`src/rtl/sdram_arb_pkg.sv`:
```
// Shared types and default widths for the SDRAM port arbiter.
// FSM state encoding and round-robin grant class live here.
package sdram_arb_pkg;

   localparam int unsigned SDRAM_ADDR_W_DEF = 26;
   localparam int unsigned SDRAM_DATA_W_DEF = 32;
   localparam int unsigned SDRAM_TMO_DEF    = 64;

   typedef enum logic [2:0] {
      S_IDLE     = 3'd0,
      S_RD_ISSUE = 3'd1,
      S_RD_WAIT  = 3'd2,
      S_RD_DONE  = 3'd3,
      S_WR_ISSUE = 3'd4
   } arb_state_e;

   typedef enum logic {
      GNT_READ  = 1'b0,
      GNT_WRITE = 1'b1
   } grant_e;

endpackage

```
`src/rtl/sdram_port_arbiter.sv`:
```
// Two-client (read/write) SDRAM port arbiter with round-robin
// grant on conflict, bounded read wait and registered outputs.
module sdram_port_arbiter
   import sdram_arb_pkg::*;
#(
   parameter int unsigned ADDR_W         = SDRAM_ADDR_W_DEF,
   parameter int unsigned DATA_W         = SDRAM_DATA_W_DEF,
   parameter int unsigned TIMEOUT_CYCLES = SDRAM_TMO_DEF
) (
   input  logic              clk,
   input  logic              n_rst,
   input  logic              enable,
   input  logic              rd_req,
   input  logic [ADDR_W-1:0] rd_addr,
   output logic              rd_ack,
   output logic [DATA_W-1:0] rd_data,
   output logic              rd_err,
   input  logic              wr_req,
   input  logic [ADDR_W-1:0] wr_addr,
   input  logic [DATA_W-1:0] wr_data,
   output logic              wr_ack,
   output logic              sdram_read_en,
   output logic              sdram_write_en,
   output logic [ADDR_W-1:0] address_sdram,
   output logic [DATA_W-1:0] writeData_sdram,
   input  logic [DATA_W-1:0] data_sdram,
   input  logic              sdram_datareadvalid,
   output logic              busy,
   output logic              timeout_flag
);

   localparam int unsigned CNT_W = $clog2(TIMEOUT_CYCLES + 1);
   localparam logic [CNT_W-1:0] CNT_LIM = CNT_W'(TIMEOUT_CYCLES);

   arb_state_e        state_q, state_d;
   grant_e            lg_q, lg_d;
   logic [ADDR_W-1:0] addr_q, addr_d;
   logic [DATA_W-1:0] wdata_q, wdata_d;
   logic [DATA_W-1:0] rdata_q, rdata_d;
   logic [CNT_W-1:0]  cnt_q, cnt_d;
   logic [CNT_W-1:0]  cnt_inc;
   logic              rd_en_q, rd_en_d;
   logic              wr_en_q, wr_en_d;
   logic              rd_ack_q, rd_ack_d;
   logic              rd_err_q, rd_err_d;
   logic              wr_ack_q, wr_ack_d;
   logic              busy_q, busy_d;
   logic              tflag_q, tflag_d;
   logic              pick_rd;

   assign cnt_inc = cnt_q + CNT_W'(1);

   // Read wins when it is alone or when write was served last.
   assign pick_rd = rd_req && (!wr_req || (lg_q == GNT_WRITE));

   // Next-state and registered-output logic; outputs track state_d.
   always_comb begin
      state_d  = state_q;
      lg_d     = lg_q;
      addr_d   = addr_q;
      wdata_d  = wdata_q;
      rdata_d  = rdata_q;
      cnt_d    = cnt_q;
      tflag_d  = tflag_q;
      rd_en_d  = 1'b0;
      wr_en_d  = 1'b0;
      rd_ack_d = 1'b0;
      rd_err_d = 1'b0;
      wr_ack_d = 1'b0;
      unique case (state_q)
         S_IDLE: begin
            if (enable && pick_rd) begin
               state_d = S_RD_ISSUE;
               addr_d  = rd_addr;
               rd_en_d = 1'b1;
            end else if (enable && wr_req) begin
               state_d  = S_WR_ISSUE;
               addr_d   = wr_addr;
               wdata_d  = wr_data;
               wr_en_d  = 1'b1;
               wr_ack_d = 1'b1;
            end
         end
         S_RD_ISSUE: begin
            state_d = S_RD_WAIT;
            cnt_d   = '0;
         end
         S_RD_WAIT: begin
            cnt_d = cnt_inc;
            if (sdram_datareadvalid) begin
               state_d  = S_RD_DONE;
               rdata_d  = data_sdram;
               rd_ack_d = 1'b1;
            end else if (cnt_inc == CNT_LIM) begin
               state_d  = S_RD_DONE;
               rd_ack_d = 1'b1;
               rd_err_d = 1'b1;
               tflag_d  = 1'b1;
            end
         end
         S_RD_DONE: begin
            state_d = S_IDLE;
            lg_d    = GNT_READ;
         end
         S_WR_ISSUE: begin
            state_d = S_IDLE;
            lg_d    = GNT_WRITE;
         end
         default: begin
            state_d = S_IDLE;
         end
      endcase
      busy_d = (state_d != S_IDLE);
   end

   // State and output registers; reset abandons any transaction.
   always_ff @(posedge clk or negedge n_rst) begin
      if (!n_rst) begin
         state_q  <= S_IDLE;
         lg_q     <= GNT_WRITE;
         addr_q   <= '0;
         wdata_q  <= '0;
         rdata_q  <= '0;
         cnt_q    <= '0;
         tflag_q  <= 1'b0;
         rd_en_q  <= 1'b0;
         wr_en_q  <= 1'b0;
         rd_ack_q <= 1'b0;
         rd_err_q <= 1'b0;
         wr_ack_q <= 1'b0;
         busy_q   <= 1'b0;
      end else begin
         state_q  <= state_d;
         lg_q     <= lg_d;
         addr_q   <= addr_d;
         wdata_q  <= wdata_d;
         rdata_q  <= rdata_d;
         cnt_q    <= cnt_d;
         tflag_q  <= tflag_d;
         rd_en_q  <= rd_en_d;
         wr_en_q  <= wr_en_d;
         rd_ack_q <= rd_ack_d;
         rd_err_q <= rd_err_d;
         wr_ack_q <= wr_ack_d;
         busy_q   <= busy_d;
      end
   end

   assign sdram_read_en   = rd_en_q;
   assign sdram_write_en  = wr_en_q;
   assign address_sdram   = addr_q;
   assign writeData_sdram = wdata_q;
   assign rd_data         = rdata_q;
   assign rd_ack          = rd_ack_q;
   assign rd_err          = rd_err_q;
   assign wr_ack          = wr_ack_q;
   assign busy            = busy_q;
   assign timeout_flag    = tflag_q;

endmodule
```
`config.mk`:
```
export PLATFORM = sky130hd
export DESIGN_NAME = sdram_port_arbiter
export DESIGN_NICKNAME = d
export VERILOG_FILES = /design/src/rtl/sdram_arb_pkg.sv /design/src/rtl/sdram_port_arbiter.sv
export SDC_FILE = /design/constraint.sdc
export NUM_CORES = 1
export LEC_CHECK = 0
export BUFFER_PORTS_ARGS = -buffer_cell sky130_fd_sc_hd__buf_2
export CAP_MARGIN = 20
export CORE_MARGIN = 8
export CORE_UTILIZATION = 40
export CTS_BUF_LIST = sky130_fd_sc_hd__clkbuf_16
export DETAILED_ROUTE_END_ITERATION = 16
export PLACE_DENSITY = 0.74
export REMOVE_ABC_BUFFERS = 1
export SYNTH_ARGS = -nofsm -noshare
export SYNTH_HDL_FRONTEND = slang
export SYNTH_SLANG_ARGS = --single-unit
```
`constraint.sdc`:
```
create_clock -name clk -period 1.6 [get_ports clk]
set_input_delay 0.24 -clock clk [delete_from_list [all_inputs] [get_ports clk]]
set_output_delay 0.24 -clock clk [all_outputs]
set_load 0.02 [all_outputs]
```
# == Word level (Yosys, flattened, before mapping) ==
# Index checks and enable logic that the tools add are counted.
# totals
regBits,107
inputBits,122
out_inout_bits,97
wordCells,53
# op_classes
n_addsub,1
eq_ne,5
mux,19
bitwise,2
n_reduce_logical,14
# op_table
operator,n
26-bit 2-to-1 mux,2
7-bit case mux with 2 select lines,1
3-bit 2-to-1 mux,4
1-bit 2-to-1 mux,10
3-bit case mux with 3 select lines,1
"7-bit by 1-bit adder with 7-bit output, second input constant",1
"7-bit equality test, second input constant",1
"3-bit by 2-bit equality test with 1-bit output, second input constant",2
3-bit AND reduction,2
2-bit nonzero test,3
2-bit AND reduction,2
"3-bit by 1-bit equality test with 1-bit output, second input constant",1
"3-bit equality test, second input constant",1
1-bit logical AND,3
3-bit zero test,1
3-bit nonzero test,1
1-bit NOT,2
1-bit case mux with 2 select lines,1
1-bit zero test,1
1-bit logical OR,1

# == Longest topological paths before layout ==
# Gate-level depths: netlist of the first run.
# depth
ltp_word,7
mapped_depth,6
mapped_depth_nobuf,5

# == Worst setup path after synthesis of the first run ==
# Ideal clock, no wire load.
# synth_timing
path_type,register -> register
from,register state_q[0]
to,register wdata_q[0] (netlist: writeData_sdram[0])
setup_ns,0.125
arrival_time_ns,1.647
required_ns,1.475
path_slack_ns,-0.172
stages_incl_launch_ff,6
path_buffers,2
synth_period_minus_slack_ns,1.772
path_cell_list,dfrtp_1 > or3_4 > a211o_1 > buf_6 > buf_6 > mux2_4
# synth_via
elab_chain_len,2
# synth_rtl
item,line,text
"start, declared",sdram_port_arbiter.sv:35,"arb_state_e state_q, state_d;"
"start signal, assigned",sdram_port_arbiter.sv:133,state_q <= state_d;
3-bit zero test,sdram_port_arbiter.sv:70,unique case (state_q)
3-bit AND reduction (no line),n/a,
"end signal, assigned",sdram_port_arbiter.sv:136,wdata_q <= wdata_d;
"end, declared",sdram_port_arbiter.sv:38,"logic [DATA_W-1:0] wdata_q, wdata_d;"
# Every way passes these cells.
# A chain may end at the register's enable or synchronous reset.

# == Worst setup path after layout of the first run ==
# layout_timing
from,register state_q[2]
to,register wdata_q[25] (netlist: writeData_sdram[25])
# Same word-level chain as after synthesis.

==> impl_results.html, run 1 <==
<table>
<tr><th>Metric</th><th>Value</th></tr>
<tr><th colspan="2">Route</th></tr>
<tr><td>1st-iter DRT viols</td><td>182</td></tr>
<tr><td>Average vias per placed instance</td><td>4.83</td></tr>
<tr><td>Drt total wl</td><td>12900 microns</td></tr>
<tr><td>DRC violation count after routing</td><td>0</td></tr>
<tr><td>Routed Antenna Nets</td><td>0</td></tr>
<tr><td>Overall via count from detail_route</td><td>3729</td></tr>
<tr><td>Detailed-routing iteration count for the pre-antenna-repair pass</td><td>6</td></tr>
<tr><td>WL per Instance</td><td>16.8 microns</td></tr>
<tr><th colspan="2">Critical path</th></tr>
<tr><td>Critical path class</td><td>flip-flop to flip-flop</td></tr>
<tr><td>Kind of launch point of the worst setup path</td><td>flip-flop</td></tr>
<tr><td>Worst Setup End Kind</td><td>flip-flop</td></tr>
<tr><td>Largest fanout of any net on the critical path</td><td>17</td></tr>
<tr><td>Req. time, crit path</td><td>1.82 ns</td></tr>
<tr><td>End of the worst register-to-register path</td><td>writeData_sdram[25]</td></tr>
<tr><td>Worst Path Arrival</td><td>1.93 ns</td></tr>
<tr><td>Setup slack of the worst register-to-register path</td><td>-0.11 ns</td></tr>
<tr><td>Start of the worst register-to-register path</td><td>state_q[2]</td></tr>
<tr><td>Critical path capture point</td><td>writeData_sdram[25]</td></tr>
<tr><td>Number of cells on the worst reg-to-reg path</td><td>4</td></tr>
<tr><td>Critical Path Start</td><td>state_q[2]</td></tr>
<tr><th colspan="2">STA</th></tr>
<tr><td>Final setup violation count</td><td>32</td></tr>
<tr><td>Worst Clk Skew</td><td>0.00541 ns</td></tr>
<tr><td>RSZ-0062 raised after global routing</td><td>true</td></tr>
<tr><td>Setup TNS</td><td>-3.02 ns</td></tr>
<tr><td>Worst-Margin Slew</td><td>0.560 ns</td></tr>
<tr><td>Final min period</td><td>1.71 ns</td></tr>
<tr><td>Worst setup margin</td><td>-0.111 ns</td></tr>
<tr><td>Fin. max-slew vios</td><td>0</td></tr>
<tr><td>Final period utilization</td><td>1.07</td></tr>
<tr><td>Achievable clock frequency</td><td>0.585 GHz</td></tr>
<tr><td>Hold violation total from the final report</td><td>0</td></tr>
<tr><td>Worst-case headroom to the max-slew limit</td><td>0.627</td></tr>
<tr><th colspan="2">Hold path</th></tr>
<tr><td>Worst hold path type</td><td>input pin to flip-flop</td></tr>
<tr><th colspan="2">Global route</th></tr>
<tr><td>Gr usage total</td><td>0.166</td></tr>
<tr><td>Vias in the first global route</td><td>3979</td></tr>
<tr><td>Overflow after GRT</td><td>0</td></tr>
<tr><td>Maximum number of pins on one net before global-route repair</td><td>108</td></tr>
<tr><td>Wire length of the first global-routing pass</td><td>20000 microns</td></tr>
<tr><td>Initial antenna violation count</td><td>1</td></tr>
<tr><th colspan="2">Yosys</th></tr>
<tr><td>Mean cell area of the mapped netlist</td><td>11.3 sq um</td></tr>
<tr><td>EDFF count, synth</td><td>0</td></tr>
<tr><td>Most instantiated flip-flop cell in the synthesis netlist</td><td>sky130_fd_sc_hd__dfrtp_1</td></tr>
<tr><td>Top cell type's share of synthesized area</td><td>0.592</td></tr>
<tr><td>Leading cell types by total area after synthesis</td><td>sky130_fd_sc_hd__dfrtp_1 59%, sky130_fd_sc_hd__mux2_4 9.4%, sky130_fd_sc_hd__nand2_1 8.7%</td></tr>
<tr><td>Most instantiated cells after synthesis</td><td>106 x sky130_fd_sc_hd__dfrtp_1, 104 x sky130_fd_sc_hd__nand2_1, 36 x sky130_fd_sc_hd__nor2_1</td></tr>
<tr><td>Synth unique cells</td><td>34</td></tr>
<tr><td>Share of the yosys chip area belonging to registers</td><td>0.598</td></tr>
<tr><td>Cell taking the most area after synthesis</td><td>sky130_fd_sc_hd__dfrtp_1</td></tr>
<tr><td>Number of flip-flops and latches in the synthesized netlist</td><td>107</td></tr>
<tr><td>Warnings, synthesis</td><td>0</td></tr>
<tr><td>Netlist area before placement</td><td>0.00448 sq mm</td></tr>
<tr><td>Cell with the most instances after synthesis</td><td>sky130_fd_sc_hd__dfrtp_1</td></tr>
<tr><td>Async S/R FF share, synth</td><td>1.00</td></tr>
<tr><td>Post-Syn Instances</td><td>396</td></tr>
<tr><th colspan="2">Pwr</th></tr>
<tr><td>Maximum vdd ir drop</td><td>0.941 mV</td></tr>
<tr><td>Static leakage power</td><td>3.51 nW</td></tr>
<tr><td>Final Total Pwr</td><td>12.8 mW</td></tr>
<tr><td>Power per cell area</td><td>2030 mW/mm^2</td></tr>
<tr><th colspan="2">Layout</th></tr>
<tr><td>Antenna cell count</td><td>0</td></tr>
<tr><td>Post-layout nets</td><td>750</td></tr>
<tr><td>Final standard cell area without fillers</td><td>0.00632 sq mm</td></tr>
<tr><td>Fraction of layout instances using a drive strength above 1</td><td>0.470</td></tr>
<tr><td>Area growth, synth to finish</td><td>41.1%</td></tr>
<tr><td>Fillers</td><td>926</td></tr>
<tr><th colspan="2">Floorplanning</th></tr>
<tr><td>Y dimension of the die</td><td>122 microns</td></tr>
<tr><td>Overall die width</td><td>122 microns</td></tr>
<tr><td>Standard cell core area</td><td>0.0109 sq mm</td></tr>
<tr><td>Die outline area</td><td>0.0148 sq mm</td></tr>
<tr><td>Starting density of the core</td><td>0.411</td></tr>
<tr><td>Placement Rows</td><td>38</td></tr>
<tr><td>I/O pin total</td><td>219</td></tr>
<tr><th colspan="2">Clock network</th></tr>
<tr><td>Buffer levels on the longest clock path</td><td>2</td></tr>
<tr><td>TritonCTS clock tree</td><td>done</td></tr>
<tr><td>Clock Pin Slew Worst Setup and Hold Paths</td><td>0.07 ns</td></tr>
<tr><td>Insertion delay to the later sink of the worst-skew pair</td><td>0.34 ns</td></tr>
<tr><td>Num Clock Sinks</td><td>107</td></tr>
<tr><td>Number of buffers created by CTS</td><td>9</td></tr>
<tr><td>Clock root cell</td><td>sky130_fd_sc_hd__clkbuf_16</td></tr>
<tr><td>H-tree depth</td><td>3</td></tr>
<tr><th colspan="2">Placement</th></tr>
<tr><td>Half-perimeter wire length of the detailed placement result</td><td>9230 microns</td></tr>
<tr><td>Instance area at placement</td><td>0.00580 sq mm</td></tr>
<tr><td>RD Place Congestion</td><td>0.794</td></tr>
<tr><td>IO Port Bufs</td><td>218</td></tr>
<tr><th colspan="2">Run</th></tr>
<tr><td>MaxCap Viol Count</td><td>0</td></tr>
<tr><th colspan="2">Run status</th></tr>
<tr><td>Violated checks</td><td>negative setup slack</td></tr>
<tr><td>Result of the run</td><td>complete, but fails checks</td></tr>
</table>
cell families (layout without fill, tap and decap cells):
group	after synthesis	after routing	share of synthesized area
AO/OA/AOI/OAI	49	49	0.0628
multiplexers	58	58	0.162
flip-flops	107	107	0.598
AND/OR/NAND/NOR	154	154	0.139
buffers and inverters	25	261	0.0310
XOR/XNOR	2	2	0.00391
adder cells (fa/ha/maj)	1	1	0.00279
layer usage:
layer	wire length, microns	track usage	up-vias
met3	1210	0.0639	13
met4	144	0.0470	2
met2	6720	0.287	143
met5	8	0	-
met1	4860	0.188	1798
li1	-	-	1773
metrics by stage:
stage / setup slack (ns) / util / std cells / hold slack [ns]
4_1_cts: -0.123 / 0.568 / 766 / 0.0743
3_3_place_gp: -0.121 / 0.533 / 747 / 0.350
6_report: -0.111 / 0.580 / 772 / 0.0880
3_5_place_dp: -0.148 / 0.533 / 747 / 0.360
5_1_grt: -0.149 / 0.580 / 772 / 0.0823
2_1_floorplan: -1.28 / - / 375 / -0.0556
sequential cells by signal, indices dropped and copies added, names as in the netlist:
signal / cells
rd_data: 32
writeData_sdram: 32
address_sdram: 26
cnt_q: 7
state_q: 3
busy: 1
lg_q: 1
rd_ack: 1
rd_err: 1
sdram_read_en: 1
timeout_flag: 1
wr_ack: 1
how the worst min path moves through the flow:
stage | startpoint | to | slack (ns) | depth (start not counted)
global route | data_sdram[2] | rd_data[2] | 0.08 | 3
detailed placement | n_rst | address_sdram[21] | 0.36 | 2
finish | data_sdram[9] | rd_data[9] | 0.09 | 3
global placement | n_rst | address_sdram[21] | 0.35 | 2
floorplan | n_rst | address_sdram[0] | -0.06 | 0
CTS | data_sdram[10] | rd_data[10] | 0.07 | 3
critical path: stages (launching register included):
cell and delay (ns):
sky130_fd_sc_hd__dfrtp_1 0.38, sky130_fd_sc_hd__or3_4 0.39, sky130_fd_sc_hd__a211o_4 0.33, sky130_fd_sc_hd__buf_12 0.18, sky130_fd_sc_hd__mux2_4 0.31
final cells by class:
| type | count | area (sq um) | area share |
|---|---|---|---|
| clock buffer | 9 | 225 | 0.0356 |
| clock inverter | 7 | 93.8 | 0.0149 |
| inverter | 4 | 15.0 | 0.00238 |
| multi-input combinational | 264 | 1710 | 0.270 |
| sequential | 107 | 2680 | 0.424 |
| tap | 140 | 175 | 0.0277 |
| timing repair buffer | 241 | 1420 | 0.225 |
cell usage in the layout (no fill, tap or decap), types with 3 or more instances in the layout:
master and instances:
sky130_fd_sc_hd__clkbuf_16 12, sky130_fd_sc_hd__dfrtp_1 106, sky130_fd_sc_hd__a21oi_1 29, sky130_fd_sc_hd__buf_12 6, sky130_fd_sc_hd__mux2i_1 26, sky130_fd_sc_hd__nand3_1 3
sky130_fd_sc_hd__mux2_4 28, sky130_fd_sc_hd__inv_1 5, sky130_fd_sc_hd__buf_4 11, sky130_fd_sc_hd__buf_2 217, sky130_fd_sc_hd__mux2_2 4, sky130_fd_sc_hd__o21ai_0 8
sky130_fd_sc_hd__nor2_1 35, sky130_fd_sc_hd__nand2_1 103
timing repair:
| item | 4_1_cts | 5_1_grt |
|---|---|---|
| gates resized for setup | 4 | 3 |
| pin swaps | 1 | 1 |
| setup endpoints to repair | 34 | 60 |
| hold endpoints to repair | 50 | 0 |
| hold buffers | 1 | 0 |
| buffers inserted | 1 | 1 |
| gates cloned | 1 | 5 |
power breakdown:
part / leakage [nW] / total (mW) / switching, mW / internal, mW
Combinational: 2.07 / 5.83 / 3.41 / 2.43
Clock: 0.157 / 2.35 / 0.980 / 1.37
Sequential: 1.28 / 4.62 / 0.680 / 3.94
Total: 3.51 / 12.8 / 5.07 / 7.73
Note: power is estimated with default switching activity, not from simulation.
==> inputs of run 2 (changes only) <==
--- a/config.mk
+++ b/config.mk
@@ -10,8 +10,9 @@
 export CORE_MARGIN = 8
 export CORE_UTILIZATION = 40
 export CTS_BUF_LIST = sky130_fd_sc_hd__clkbuf_16
+export CTS_CLUSTER_DIAMETER = 50
 export DETAILED_ROUTE_END_ITERATION = 16
-export PLACE_DENSITY = 0.74
+export PLACE_DENSITY = 0.71
 export REMOVE_ABC_BUFFERS = 1
 export SYNTH_ARGS = -nofsm -noshare
 export SYNTH_HDL_FRONTEND = slang
==> constraint.sdc (replaced) <==
create_clock -name clk -period 1.9 [get_ports clk]
set_input_delay 0.285 -clock clk [delete_from_list [all_inputs] [get_ports clk]]
set_output_delay 0.285 -clock clk [all_outputs]
set_load 0.02 [all_outputs]
==> run 2 against run 1 <==
The run now ends clean. Critical path depth unchanged. Routed wire length is 8.1% lower. Clock power fell by 11%. Final cell count fell by 1.3%. Design area shrank 3.1%. Global-route usage is 0.87 points lower. Combinational power fell by 21%. First-iteration DRC count fell by 46%.
==> impl_results.html, run 2 (synthesis gave the netlist of run 1 again) <==
<table>
<tr><th>Metric</th><th>Value</th></tr>
<tr><th colspan="2">STA</th></tr>
<tr><td>Hold violation total from the final report</td><td>0</td></tr>
<tr><td>Worst hold margin</td><td>0.135 ns</td></tr>
<tr><td>Worst-Margin Slew</td><td>0.490 ns</td></tr>
<tr><td>Fin. max-slew vios</td><td>0</td></tr>
<tr><td>Achievable clock frequency</td><td>0.557 GHz</td></tr>
<tr><td>Final min period</td><td>1.79 ns</td></tr>
<tr><td>RSZ-0062 raised after global routing</td><td>false</td></tr>
<tr><td>Worst Clk Skew</td><td>0.00405 ns</td></tr>
<tr><td>Final period utilization</td><td>0.944</td></tr>
<tr><td>Final setup violation count</td><td>0</td></tr>
<tr><td>Worst-case headroom to the max-slew limit</td><td>0.670</td></tr>
<tr><th colspan="2">Layout</th></tr>
<tr><td>Leading cell type in the layout, fill and taps excluded</td><td>sky130_fd_sc_hd__buf_2</td></tr>
<tr><td>Final standard cell utilization of the core</td><td>0.562</td></tr>
<tr><td>Most frequent cells in the layout</td><td>217 x sky130_fd_sc_hd__buf_2, 106 x sky130_fd_sc_hd__dfrtp_1, 104 x sky130_fd_sc_hd__nand2_1</td></tr>
<tr><td>Area growth, synth to finish</td><td>36.7%</td></tr>
<tr><td>Fraction of layout instances using a drive strength above 1</td><td>0.455</td></tr>
<tr><td>Post-layout nets</td><td>740</td></tr>
<tr><td>Antenna cell count</td><td>0</td></tr>
<tr><th colspan="2">Route</th></tr>
<tr><td>WL per Instance</td><td>15.6 microns</td></tr>
<tr><td>Overall via count from detail_route</td><td>3630</td></tr>
<tr><td>DRC violation count after routing</td><td>0</td></tr>
<tr><td>Average vias per placed instance</td><td>4.76</td></tr>
<tr><td>Drt total wl</td><td>11900 microns</td></tr>
<tr><td>Detailed-routing iteration count for the pre-antenna-repair pass</td><td>4</td></tr>
<tr><td>1st-iter DRT viols</td><td>99</td></tr>
<tr><td>Routed Antenna Nets</td><td>0</td></tr>
<tr><th colspan="2">Clock network</th></tr>
<tr><td>Insertion delay to the later sink of the worst-skew pair</td><td>0.34 ns</td></tr>
<tr><td>PostCTS Resize Cnt</td><td>0</td></tr>
<tr><td>Post-CTS setup repair buffer count</td><td>0</td></tr>
<tr><td>Num Clock Sinks</td><td>107</td></tr>
<tr><td>TritonCTS clock tree</td><td>done</td></tr>
<tr><td>Clock Pin Slew Worst Setup and Hold Paths</td><td>0.07 ns</td></tr>
<tr><td>Number of buffers created by CTS</td><td>9</td></tr>
<tr><td>H-tree depth</td><td>3</td></tr>
<tr><td>Number of hold buffers added after cts</td><td>1</td></tr>
<tr><td>Buffer levels on the longest clock path</td><td>2</td></tr>
<tr><td>Clock root cell</td><td>sky130_fd_sc_hd__clkbuf_16</td></tr>
<tr><th colspan="2">Placement</th></tr>
<tr><td>RD Place Congestion</td><td>0.799</td></tr>
<tr><td>Half-perimeter wire length of the detailed placement result</td><td>9230 microns</td></tr>
<tr><td>IO Port Bufs</td><td>218</td></tr>
<tr><th colspan="2">Critical path</th></tr>
<tr><td>Req. time, crit path</td><td>2.12 ns</td></tr>
<tr><td>Critical Path Slowest Stage Cell</td><td>sky130_fd_sc_hd__or3_4</td></tr>
<tr><td>Largest fanout of any net on the critical path</td><td>34</td></tr>
<tr><td>Worst Path Arrival</td><td>2.01 ns</td></tr>
<tr><td>Worst Setup End Kind</td><td>flip-flop</td></tr>
<tr><td>Cell-by-cell trace of the critical path</td><td>or3_4 &gt; a211o_2 &gt; buf_12 &gt; mux2_4</td></tr>
<tr><td>Worst stage delay on the critical path</td><td>0.42 ns</td></tr>
<tr><td>Critical path class</td><td>flip-flop to flip-flop</td></tr>
<tr><td>Kind of launch point of the worst setup path</td><td>flip-flop</td></tr>
<tr><th colspan="2">Global route</th></tr>
<tr><td>Vias in the first global route</td><td>3887</td></tr>
<tr><td>Initial antenna violation count</td><td>0</td></tr>
<tr><td>Overflow after GRT</td><td>0</td></tr>
<tr><td>Wire length of the first global-routing pass</td><td>18800 microns</td></tr>
<tr><td>Gr usage total</td><td>0.158</td></tr>
<tr><td>Maximum number of pins on one net before global-route repair</td><td>53</td></tr>
<tr><th colspan="2">Run</th></tr>
<tr><td>MaxCap Viol Count</td><td>0</td></tr>
<tr><th colspan="2">Pwr</th></tr>
<tr><td>Final Total Pwr</td><td>10.6 mW</td></tr>
<tr><td>Static leakage power</td><td>3.42 nW</td></tr>
<tr><td>Maximum vdd ir drop</td><td>0.785 mV</td></tr>
<tr><td>Power per cell area</td><td>1730 mW/mm^2</td></tr>
<tr><th colspan="2">Floorplanning</th></tr>
<tr><td>Die outline area</td><td>0.0148 sq mm</td></tr>
<tr><td>Y dimension of the die</td><td>122 microns</td></tr>
<tr><td>Starting density of the core</td><td>0.411</td></tr>
<tr><td>I/O pin total</td><td>219</td></tr>
<tr><td>Placement Rows</td><td>38</td></tr>
<tr><td>Standard cell core area</td><td>0.0109 sq mm</td></tr>
<tr><td>Overall die width</td><td>122 microns</td></tr>
<tr><th colspan="2">Hold path</th></tr>
<tr><td>Worst hold path type</td><td>input pin to flip-flop</td></tr>
<tr><th colspan="2">Run status</th></tr>
<tr><td>Result of the run</td><td>complete, no violations</td></tr>
</table>
## run 2: changes by cell type in the layout (fill, tap and decap cells not counted), moves of 2 or more
cell	delta
sky130_fd_sc_hd__buf_4	-2
sky130_fd_sc_hd__buf_6	-2
sky130_fd_sc_hd__clkinv_4	-2
sky130_fd_sc_hd__clkbuf_16	-3
sky130_fd_sc_hd__buf_12	-2
## run 2: worst paths after layout
kind	slack, ns	startpoint	end	cells past startpoint
max in group asynchronous	0.80	n_rst	writeData_sdram[31]	3
min in group asynchronous	0.46	n_rst	rd_data[25]	2
max reg2reg	0.11	state_q[2]	writeData_sdram[8]	4
max	0.11	state_q[2]	writeData_sdram[8]	4
min	0.13	data_sdram[15]	rd_data[15]	3
min reg2reg	0.48	rd_data[9]	rd_data[9]	2
## run 2: cell type report
cell class	instances	area (sq um)
inverters	4	15.0
clock buffers	9	225
flip-flops and latches	107	2680
fillers	948	4760
clock inverters	7	115
repair buffers	231	1240
well taps	140	175
multi-input cells	264	1670
## run 2: routing by layer
metal  track usage  share of wire
met1         0.172           0.39
met2         0.272           0.50
met3        0.0551           0.10
met4        0.0678          0.018
met5             0              0
## run 2: power breakdown
part           internal (mW)  switching, mW
sequential              3.32          0.576
clock                   1.29          0.804
combinational           1.83           2.76
## run 2: critical path, delay by kind of cell (launching register included)
| kind | cells | cell delay [ns] |
|---|---|---|
| AND/OR/NAND/NOR | 1 | 0.42 |
| flip-flops | 1 | 0.38 |
| AO/OA/AOI/OAI | 1 | 0.34 |
| multiplexers | 1 | 0.32 |
| buffers and inverters | 1 | 0.19 |
## run 2: stage by stage
step                area [sq um]  TNS [ns]  std cells  setup WS, ns
floorplan                   4360    -36.87        375        -0.980
CTS                         6120         0        762         0.101
detailed placement          5770         0        745         0.119
global route                6120         0        762        0.0581
finish                      6120         0        762         0.106
global placement            5770         0        745         0.140
